## src/rtl/div_pkg.sv

```systemverilog
// Shared constants, state encoding and sign helpers for the 16-bit sequential divider.
package div_pkg;

  localparam int DW        = 16;
  localparam int DIV_ITERS = 16;
  localparam int CNT_W     = 5;

  localparam logic [CNT_W-1:0] LAST_ITER = CNT_W'(DIV_ITERS - 1);

  localparam logic [1:0] ST_IDLE = 2'd0;
  localparam logic [1:0] ST_CALC = 2'd1;
  localparam logic [1:0] ST_FIX  = 2'd2;

  // Two's complement negation, modulo 2^16.
  function automatic logic [DW-1:0] neg16(input logic [DW-1:0] v);
    return (~v) + 16'd1;
  endfunction

  // Magnitude of a signed value; abs(0x8000) stays 0x8000 as an unsigned magnitude.
  function automatic logic [DW-1:0] abs16(input logic [DW-1:0] v);
    return v[DW-1] ? neg16(v) : v;
  endfunction

endpackage

```

## src/rtl/sub16.sv

```systemverilog
// Combinational 16-bit subtractor with borrow-out, built on a 4x4 carry-lookahead adder
// (a + ~b + 1). An extra MSB of the minuend extends it to a 17-bit trial subtract.
module sub16
  import div_pkg::*;
(
  input  logic [DW-1:0] i_a,
  input  logic          i_a_msb,
  input  logic [DW-1:0] i_b,
  output logic [DW-1:0] o_diff,
  output logic          o_borrow
);

  localparam int NGRP = DW / 4;

  logic [DW-1:0]   w_bn;
  logic [DW-1:0]   w_g;
  logic [DW-1:0]   w_p;
  logic [NGRP-1:0] w_grp_g;
  logic [NGRP-1:0] w_grp_p;
  logic [NGRP:0]   w_grp_c;
  logic            w_cin;

  assign w_cin = 1'b1;
  assign w_bn  = ~i_b;
  assign w_g   = i_a & w_bn;
  assign w_p   = i_a ^ w_bn;

  for (genvar gi = 0; gi < NGRP; gi++) begin : g_grp
    logic [3:0] w_gg;
    logic [3:0] w_pp;
    logic [3:0] w_c;

    assign w_gg = w_g[gi*4 +: 4];
    assign w_pp = w_p[gi*4 +: 4];

    assign w_grp_g[gi] = w_gg[3] | (w_pp[3] & w_gg[2]) | (w_pp[3] & w_pp[2] & w_gg[1])
                       | (w_pp[3] & w_pp[2] & w_pp[1] & w_gg[0]);
    assign w_grp_p[gi] = &w_pp;

    // In-group carries, fully expanded from the group carry-in.
    assign w_c[0] = w_grp_c[gi];
    assign w_c[1] = w_gg[0] | (w_pp[0] & w_grp_c[gi]);
    assign w_c[2] = w_gg[1] | (w_pp[1] & w_gg[0]) | (w_pp[1] & w_pp[0] & w_grp_c[gi]);
    assign w_c[3] = w_gg[2] | (w_pp[2] & w_gg[1]) | (w_pp[2] & w_pp[1] & w_gg[0])
                  | (w_pp[2] & w_pp[1] & w_pp[0] & w_grp_c[gi]);

    assign o_diff[gi*4 +: 4] = w_pp ^ w_c;
  end

  // Group-level lookahead carries.
  assign w_grp_c[0] = w_cin;
  assign w_grp_c[1] = w_grp_g[0] | (w_grp_p[0] & w_cin);
  assign w_grp_c[2] = w_grp_g[1] | (w_grp_p[1] & w_grp_g[0]) | (w_grp_p[1] & w_grp_p[0] & w_cin);
  assign w_grp_c[3] = w_grp_g[2] | (w_grp_p[2] & w_grp_g[1]) | (w_grp_p[2] & w_grp_p[1] & w_grp_g[0])
                    | (w_grp_p[2] & w_grp_p[1] & w_grp_p[0] & w_cin);
  assign w_grp_c[4] = w_grp_g[3] | (w_grp_p[3] & w_grp_g[2]) | (w_grp_p[3] & w_grp_p[2] & w_grp_g[1])
                    | (w_grp_p[3] & w_grp_p[2] & w_grp_p[1] & w_grp_g[0])
                    | (w_grp_p[3] & w_grp_p[2] & w_grp_p[1] & w_grp_p[0] & w_cin);

  // A set minuend MSB always covers a 16-bit subtrahend, so a borrow needs both
  // the MSB clear and no carry out of the 16-bit adder.
  assign o_borrow = (~i_a_msb) & (~w_grp_c[NGRP]);

endmodule

```

## src/rtl/div16_seq.sv

```systemverilog
// Multi-cycle restoring 16-bit divider (DIV/DIVU) with start/busy/done handshake.
// Quotient feeds LO, remainder feeds HI; results hold until the next done.
module div16_seq
  import div_pkg::*;
#(
  parameter logic [DW-1:0] DIV0_QUOT = 16'hFFFF
) (
  input  logic          clk,
  input  logic          rst_n,
  input  logic          start,
  input  logic          is_signed,
  input  logic [DW-1:0] dividend,
  input  logic [DW-1:0] divisor,
  output logic          busy,
  output logic          done,
  output logic [DW-1:0] quotient,
  output logic [DW-1:0] remainder,
  output logic          div_by_zero
);

  logic [1:0]       r_state;
  logic [CNT_W-1:0] r_cnt;
  logic [DW-1:0]    r_rem;
  logic [DW-1:0]    r_quo;
  logic [DW-1:0]    r_dmag;
  logic             r_sgn_dd;
  logic             r_sgn_dv;
  logic             r_signed;
  logic             r_busy;
  logic             r_done;
  logic [DW-1:0]    r_quot;
  logic [DW-1:0]    r_remd;
  logic             r_dbz;

  logic [DW-1:0]    w_shift_rem;
  logic             w_shift_msb;
  logic [DW-1:0]    w_diff;
  logic             w_borrow;
  logic [DW-1:0]    w_quo_fix;
  logic [DW-1:0]    w_rem_fix;

  // Partial remainder after shifting {rem, quo} left by one; the bit leaving rem is the 17th bit.
  assign w_shift_rem = {r_rem[DW-2:0], r_quo[DW-1]};
  assign w_shift_msb = r_rem[DW-1];

  sub16 u_sub16 (
    .i_a      (w_shift_rem),
    .i_a_msb  (w_shift_msb),
    .i_b      (r_dmag),
    .o_diff   (w_diff),
    .o_borrow (w_borrow)
  );

  // Sign fixup: quotient negative when operand signs differ, remainder follows the dividend.
  assign w_quo_fix = (r_signed & (r_sgn_dd ^ r_sgn_dv)) ? neg16(r_quo) : r_quo;
  assign w_rem_fix = (r_signed & r_sgn_dd) ? neg16(r_rem) : r_rem;

  assign busy        = r_busy;
  assign done        = r_done;
  assign quotient    = r_quot;
  assign remainder   = r_remd;
  assign div_by_zero = r_dbz;

  // Divider FSM: operand capture, one restoring iteration per clock, sign fixup and result registers.
  always_ff @(posedge clk or negedge rst_n) begin
    if (!rst_n) begin
      r_state  <= ST_IDLE;
      r_cnt    <= '0;
      r_rem    <= 16'd0;
      r_quo    <= 16'd0;
      r_dmag   <= 16'd0;
      r_sgn_dd <= 1'b0;
      r_sgn_dv <= 1'b0;
      r_signed <= 1'b0;
      r_busy   <= 1'b0;
      r_done   <= 1'b0;
      r_quot   <= 16'd0;
      r_remd   <= 16'd0;
      r_dbz    <= 1'b0;
    end else begin
      r_done <= 1'b0;
      case (r_state)
        ST_IDLE: begin
          if (start) begin
            if (divisor == 16'd0) begin
              // Divide-by-zero answers directly from IDLE without ever going busy.
              r_done <= 1'b1;
              r_quot <= DIV0_QUOT;
              r_remd <= dividend;
              r_dbz  <= 1'b1;
            end else begin
              r_quo    <= is_signed ? abs16(dividend) : dividend;
              r_dmag   <= is_signed ? abs16(divisor) : divisor;
              r_sgn_dd <= is_signed & dividend[DW-1];
              r_sgn_dv <= is_signed & divisor[DW-1];
              r_signed <= is_signed;
              r_rem    <= 16'd0;
              r_cnt    <= '0;
              r_busy   <= 1'b1;
              r_state  <= ST_CALC;
            end
          end else begin
            r_state <= ST_IDLE;
          end
        end
        ST_CALC: begin
          r_rem <= w_borrow ? w_shift_rem : w_diff;
          r_quo <= {r_quo[DW-2:0], ~w_borrow};
          if (r_cnt == LAST_ITER) begin
            r_state <= ST_FIX;
          end else begin
            r_cnt <= r_cnt + 5'd1;
          end
        end
        ST_FIX: begin
          r_quot  <= w_quo_fix;
          r_remd  <= w_rem_fix;
          r_dbz   <= 1'b0;
          r_done  <= 1'b1;
          r_busy  <= 1'b0;
          r_state <= ST_IDLE;
        end
        default: begin
          r_busy  <= 1'b0;
          r_state <= ST_IDLE;
        end
      endcase
    end
  end

endmodule
```

## config.mk

```make
export PLATFORM = sky130hd
export DESIGN_NAME = div16_seq
export DESIGN_NICKNAME = d
export VERILOG_FILES = /design/src/rtl/div_pkg.sv /design/src/rtl/sub16.sv /design/src/rtl/div16_seq.sv
export SDC_FILE = /design/constraint.sdc
export NUM_CORES = 1
export LEC_CHECK = 0
export ABC_AREA = 0
export BUFFER_PORTS_ARGS = -buffer_cell sky130_fd_sc_hd__buf_4
export CAP_MARGIN = 20
export CORE_UTILIZATION = 28
export DETAILED_ROUTE_END_ITERATION = 10
export PLACE_DENSITY = 0.55
export SYNTH_ARGS = -nofsm -noshare
export SYNTH_HDL_FRONTEND = slang
export SYNTH_SLANG_ARGS = --single-unit
```

## constraint.sdc

```tcl
create_clock -name clk -period 3.06 [get_ports clk]
set_clock_uncertainty 0.2 [all_clocks]
set_input_delay 0.306 -clock clk [delete_from_list [all_inputs] [get_ports clk]]
set_output_delay 0.306 -clock clk [all_outputs]
set_load 0.02 [all_outputs]
```

==> results summary <==
The portion of the clock cycle consumed by the worst path in the final layout is 94.0%. The core occupancy in the finished layout came out at 34.7%. The routed layout has around 5,000 vias. Synthesis inferred 93 register bits.

Wires add up to 15,400 µm. The placed standard-cell area is 6790 µm². Dividing the synthesized area by the synthesized cell count gives about 8.5 µm².

For this design, the sink count on the clock tree is 93. The number of core rows came out at 52. The wire length of the first global-routing pass came out at 25,200 µm. The worst-case setup slack after placement came out at 0.155 ns.

The number of top-level design ports is just over 70. The critical path ends at r_rem[2]$_DFFE_PN0P_. The most used flip-flop cell after synthesis is sky130_fd_sc_hd__dfrtp_1. The number of post-CTS setup repair buffers is 0. The worst setup path is launched from a register. The synthesized instance count came out at 696.

The number of synthesis warnings came out at 0. For this run, asynchronously set or reset flops after synthesis account for 100%. Among all stages on the critical path, the largest delay is contributed by sky130_fd_sc_hd__dfrtp_1. The netlist area before placement came out at 5890 µm².

After detailed routing, the average wire length per cell comes to between 10 and 15 µm. The static leakage is 3.04 nW. The launch point of the worst path is r_rem[0]$_DFFE_PN0P_. The flow ran to the end, and the final reports show no timing, DRC or antenna violations. The detailed-routing iteration count for the pre-antenna-repair pass came out at 4. The setup path with the least slack is of type register to register. Setup repair after global routing left no endpoint under its margin.

In this run the horizontal extent of the chip is about 150 µm. The clock-pin slew on the worst setup and hold paths is 0.07 ns. The clock latency at the later pin of the worst-skew pair is 0.35 ns. The pin count of the biggest net entering global routing came out at 54. The number of nets with antenna violations after routing is 0. The count of different cell masters after synthesis came out at 50. The floorplan die area came out at 21,600 µm².

The clock root buffer is sky130_fd_sc_hd__clkbuf_16. The most instantiated library cell after synthesis is sky130_fd_sc_hd__nand2_1. Relative to the synthesized area, the layout overhead comes to 20.4%. The share of the synthesized area in the top cell type is 39.5%. Using the TritonRoute via totals, the vias-per-cell ratio works out to around 4.8. The overall power of the completed layout is ~8.0 mW. The highest clock rate is between 300 and 400 MHz. By area the synthesized netlist is led by sky130_fd_sc_hd__dfrtp_1, sky130_fd_sc_hd__nand2_1, sky130_fd_sc_hd__ha_1. The endpoint arrival time on the critical path came out at between 2 and 3 ns. Counting tap cells, the placed design contains a total of between 1,000 and 1,500 instances. Final hold analysis gives a worst-case slack of 0.0364 ns. The post-route DRC violation count is 0.

For the worst setup path, the data required time is 3.11 ns. The maximum single-stage delay on the critical path is roughly 0.43 ns. TritonCTS built the clock tree.

VDD sags by at most around 0.44 mV. For the pin with the worst max-slew slack, the measured transition is 0.925 ns. Once layout is complete, the cells apart from fillers number 1,035.

The final period demand of the worst path is 2.88 ns. The number of antenna violations at the first check in global routing is 0. The number of setup violations in the final report came out at 0. The reported max-cap violation count is 0. The area taken by flip-flops and latches is 2330 µm².

The signal on the critical path passes through ha_1 -> o21ai_1 -> a211o_1 -> o31a_1 -> o31ai_4 -> and4_1 -> nor2_2 -> buf_12 -> o311ai_1. Sorting the synthesized cells by how often they occur yields sky130_fd_sc_hd__nand2_1, sky130_fd_sc_hd__dfrtp_1, sky130_fd_sc_hd__nor2_1. The path class of the tightest hold or removal check is primary input to register.

The deepest clock path buffer count came out at 2. The core outline area is approximately 20,000 µm². The multi-input combinational cells in the finished layout cover a total of 3300 µm². The launch instance of the worst register-to-register path is r_rem[0]$_DFFE_PN0P_. Summed over all failing endpoints, the final setup total negative slack is 0 ns. Counting flops with a built-in enable in the synthesized netlist gives 0. The number of max-slew violations in the final report came out at 0. The final worst slack came out at ~0.18 ns. The number of buffers and inverters on the critical path came out at 1.

Measured along the y axis, the die boundary spans roughly 150 µm. The global routing usage summed across all routing layers is 14.8%. The headroom to the max-slew limit is roughly two fifths. The post-synthesis sequential area ratio came out at 39.5%. The internal reg-to-reg setup slack came out at 0.18 ns. The final-layout fill cell count is about 2,200. The endpoint identified for the worst register-to-register timing path is r_rem[2]$_DFFE_PN0P_.

The number of buffers created by CTS is 9. The critical path depth came out at 9. The final global-route overflow total came out at 0. The cell family contributing the most delay on the critical path is compound AO/OA/AOI/OAI gates. The number of global-route vias before repair came out at between 4,000 and 5,000. The H-tree depth came out at 3. The worst setup path is captured at a register. After the first detailed-routing iteration, the DRC count stood at 187. The ratio of total power to cell area is ~1100 nW/µm². In this run the worst path has a maximum fanout of 11. The total nets after synthesis came out at 758. The number of failing hold endpoints at the final stage came out at 0. Summing all non-filler instances in the final layout gives an area of approximately 7000 µm². The number of antenna diodes in the final layout is 0.

At the end of routability-driven placement, the weighted congestion stood at approximately 0.76. The largest area contributor in the synthesized netlist is sky130_fd_sc_hd__dfrtp_1. The number of nets in the layout came out at approximately 800.

The post-DP HPWL is 11,200 µm. For this configuration, the core starts out at a cell density of 28.8%. Input and output buffers added on the ports amount to 70. The cell depth of the worst flop-to-flop path came out at 9. The fraction of layout instances using a drive strength above 1 came out at 15.7%.
## cell families after synthesis
family          after synthesis  synth area share [%]
mux                           3                 0.531
xor+xnor                     63                  9.37
compound gates              174                  19.0
simple gates                270                  21.1
flops                        93                  39.5
buf+inv                      67                  4.65
fa+ha+maj                    26                  5.90
## cell type report
cell class,instances,area share [%]
repair buffers,89,10.2
flip-flops and latches,93,32.8
multi-input cells,536,46.5
well taps,270,4.76
clock inverters,3,0.282
clock buffers,12,3.76
inverters,32,1.69
## worst min-delay path by stage
stage                      from                endpoint  slack, ns  depth (start not counted)
floorplan                 rst_n        busy$_DFFE_PN0P_      -0.19                          0
finish                is_signed    r_signed$_DFFE_PN0P_       0.04                          3
global placement          rst_n        busy$_DFFE_PN0P_       0.14                          1
global route        divisor[15]  r_dmag[15]$_DFFE_PN0P_       0.04                          2
detailed placement        rst_n        busy$_DFFE_PN0P_       0.15                          1
CTS                   is_signed    r_signed$_DFFE_PN0P_       0.02                          3
## cells in the final DEF (no fill, tap or decap), types with 5 or more instances in the layout
cell,Yosys,layout
sky130_fd_sc_hd__o21ai_1,24,24
sky130_fd_sc_hd__o311ai_2,9,9
sky130_fd_sc_hd__a21oi_1,43,43
sky130_fd_sc_hd__nor3_1,22,21
sky130_fd_sc_hd__buf_4,3,84
sky130_fd_sc_hd__nor4_1,5,5
sky130_fd_sc_hd__inv_1,32,32
sky130_fd_sc_hd__xnor2_1,31,31
sky130_fd_sc_hd__or4_1,12,12
sky130_fd_sc_hd__o31ai_1,11,11
sky130_fd_sc_hd__nand2_1,133,133
sky130_fd_sc_hd__clkbuf_16,0,9
sky130_fd_sc_hd__or3_1,17,17
sky130_fd_sc_hd__ha_1,23,23
sky130_fd_sc_hd__dfrtp_1,93,93
sky130_fd_sc_hd__o21ai_0,44,44
sky130_fd_sc_hd__a31oi_1,21,21
sky130_fd_sc_hd__nor2_1,55,54
sky130_fd_sc_hd__xor2_1,32,32
## layer usage
layer	share of wire, %	vias up	track usage, %	routed length, µm
li1	-	2561	-	-
met1	47	2288	20.1	7300
met2	46	109	23.8	7030
met3	5.5	10	2.89	846
met4	1.2	0	4.59	187
met5	0	-	0	0
## worst reg2reg max path: stages, from the launching register on
cell and delay (ns):
sky130_fd_sc_hd__dfrtp_1 0.43, sky130_fd_sc_hd__ha_1 0.34, sky130_fd_sc_hd__o21ai_1 0.09, sky130_fd_sc_hd__a211o_1 0.32, sky130_fd_sc_hd__o31a_1 0.34, sky130_fd_sc_hd__o31ai_4 0.24, sky130_fd_sc_hd__and4_1 0.27, sky130_fd_sc_hd__nor2_2 0.09
sky130_fd_sc_hd__buf_12 0.20, sky130_fd_sc_hd__o311ai_1 0.26
## flip-flops by register name, summed over array words and instances, names as in the netlist
name         count
quotient        16
r_dmag          16
r_quo           16
r_rem           16
remainder       16
r_cnt            5
r_state          2
busy             1
div_by_zero      1
done             1
r_sgn_dd         1
r_sgn_dv         1
r_signed         1
## power breakdown
group,switching (mW),internal [mW]
combinational,2.43,2.01
sequential,0.561,1.84
clock,0.493,0.612
total,3.49,4.46
## timing repair
action | in CTS | in global routing
endpoints found under the setup margin | 0 | 6
gates resized for setup | 0 | 1
endpoints found under the hold margin | 40 | 0
hold buffers | 1 | 0
No activity file was read; power rests on OpenSTA's default activity.
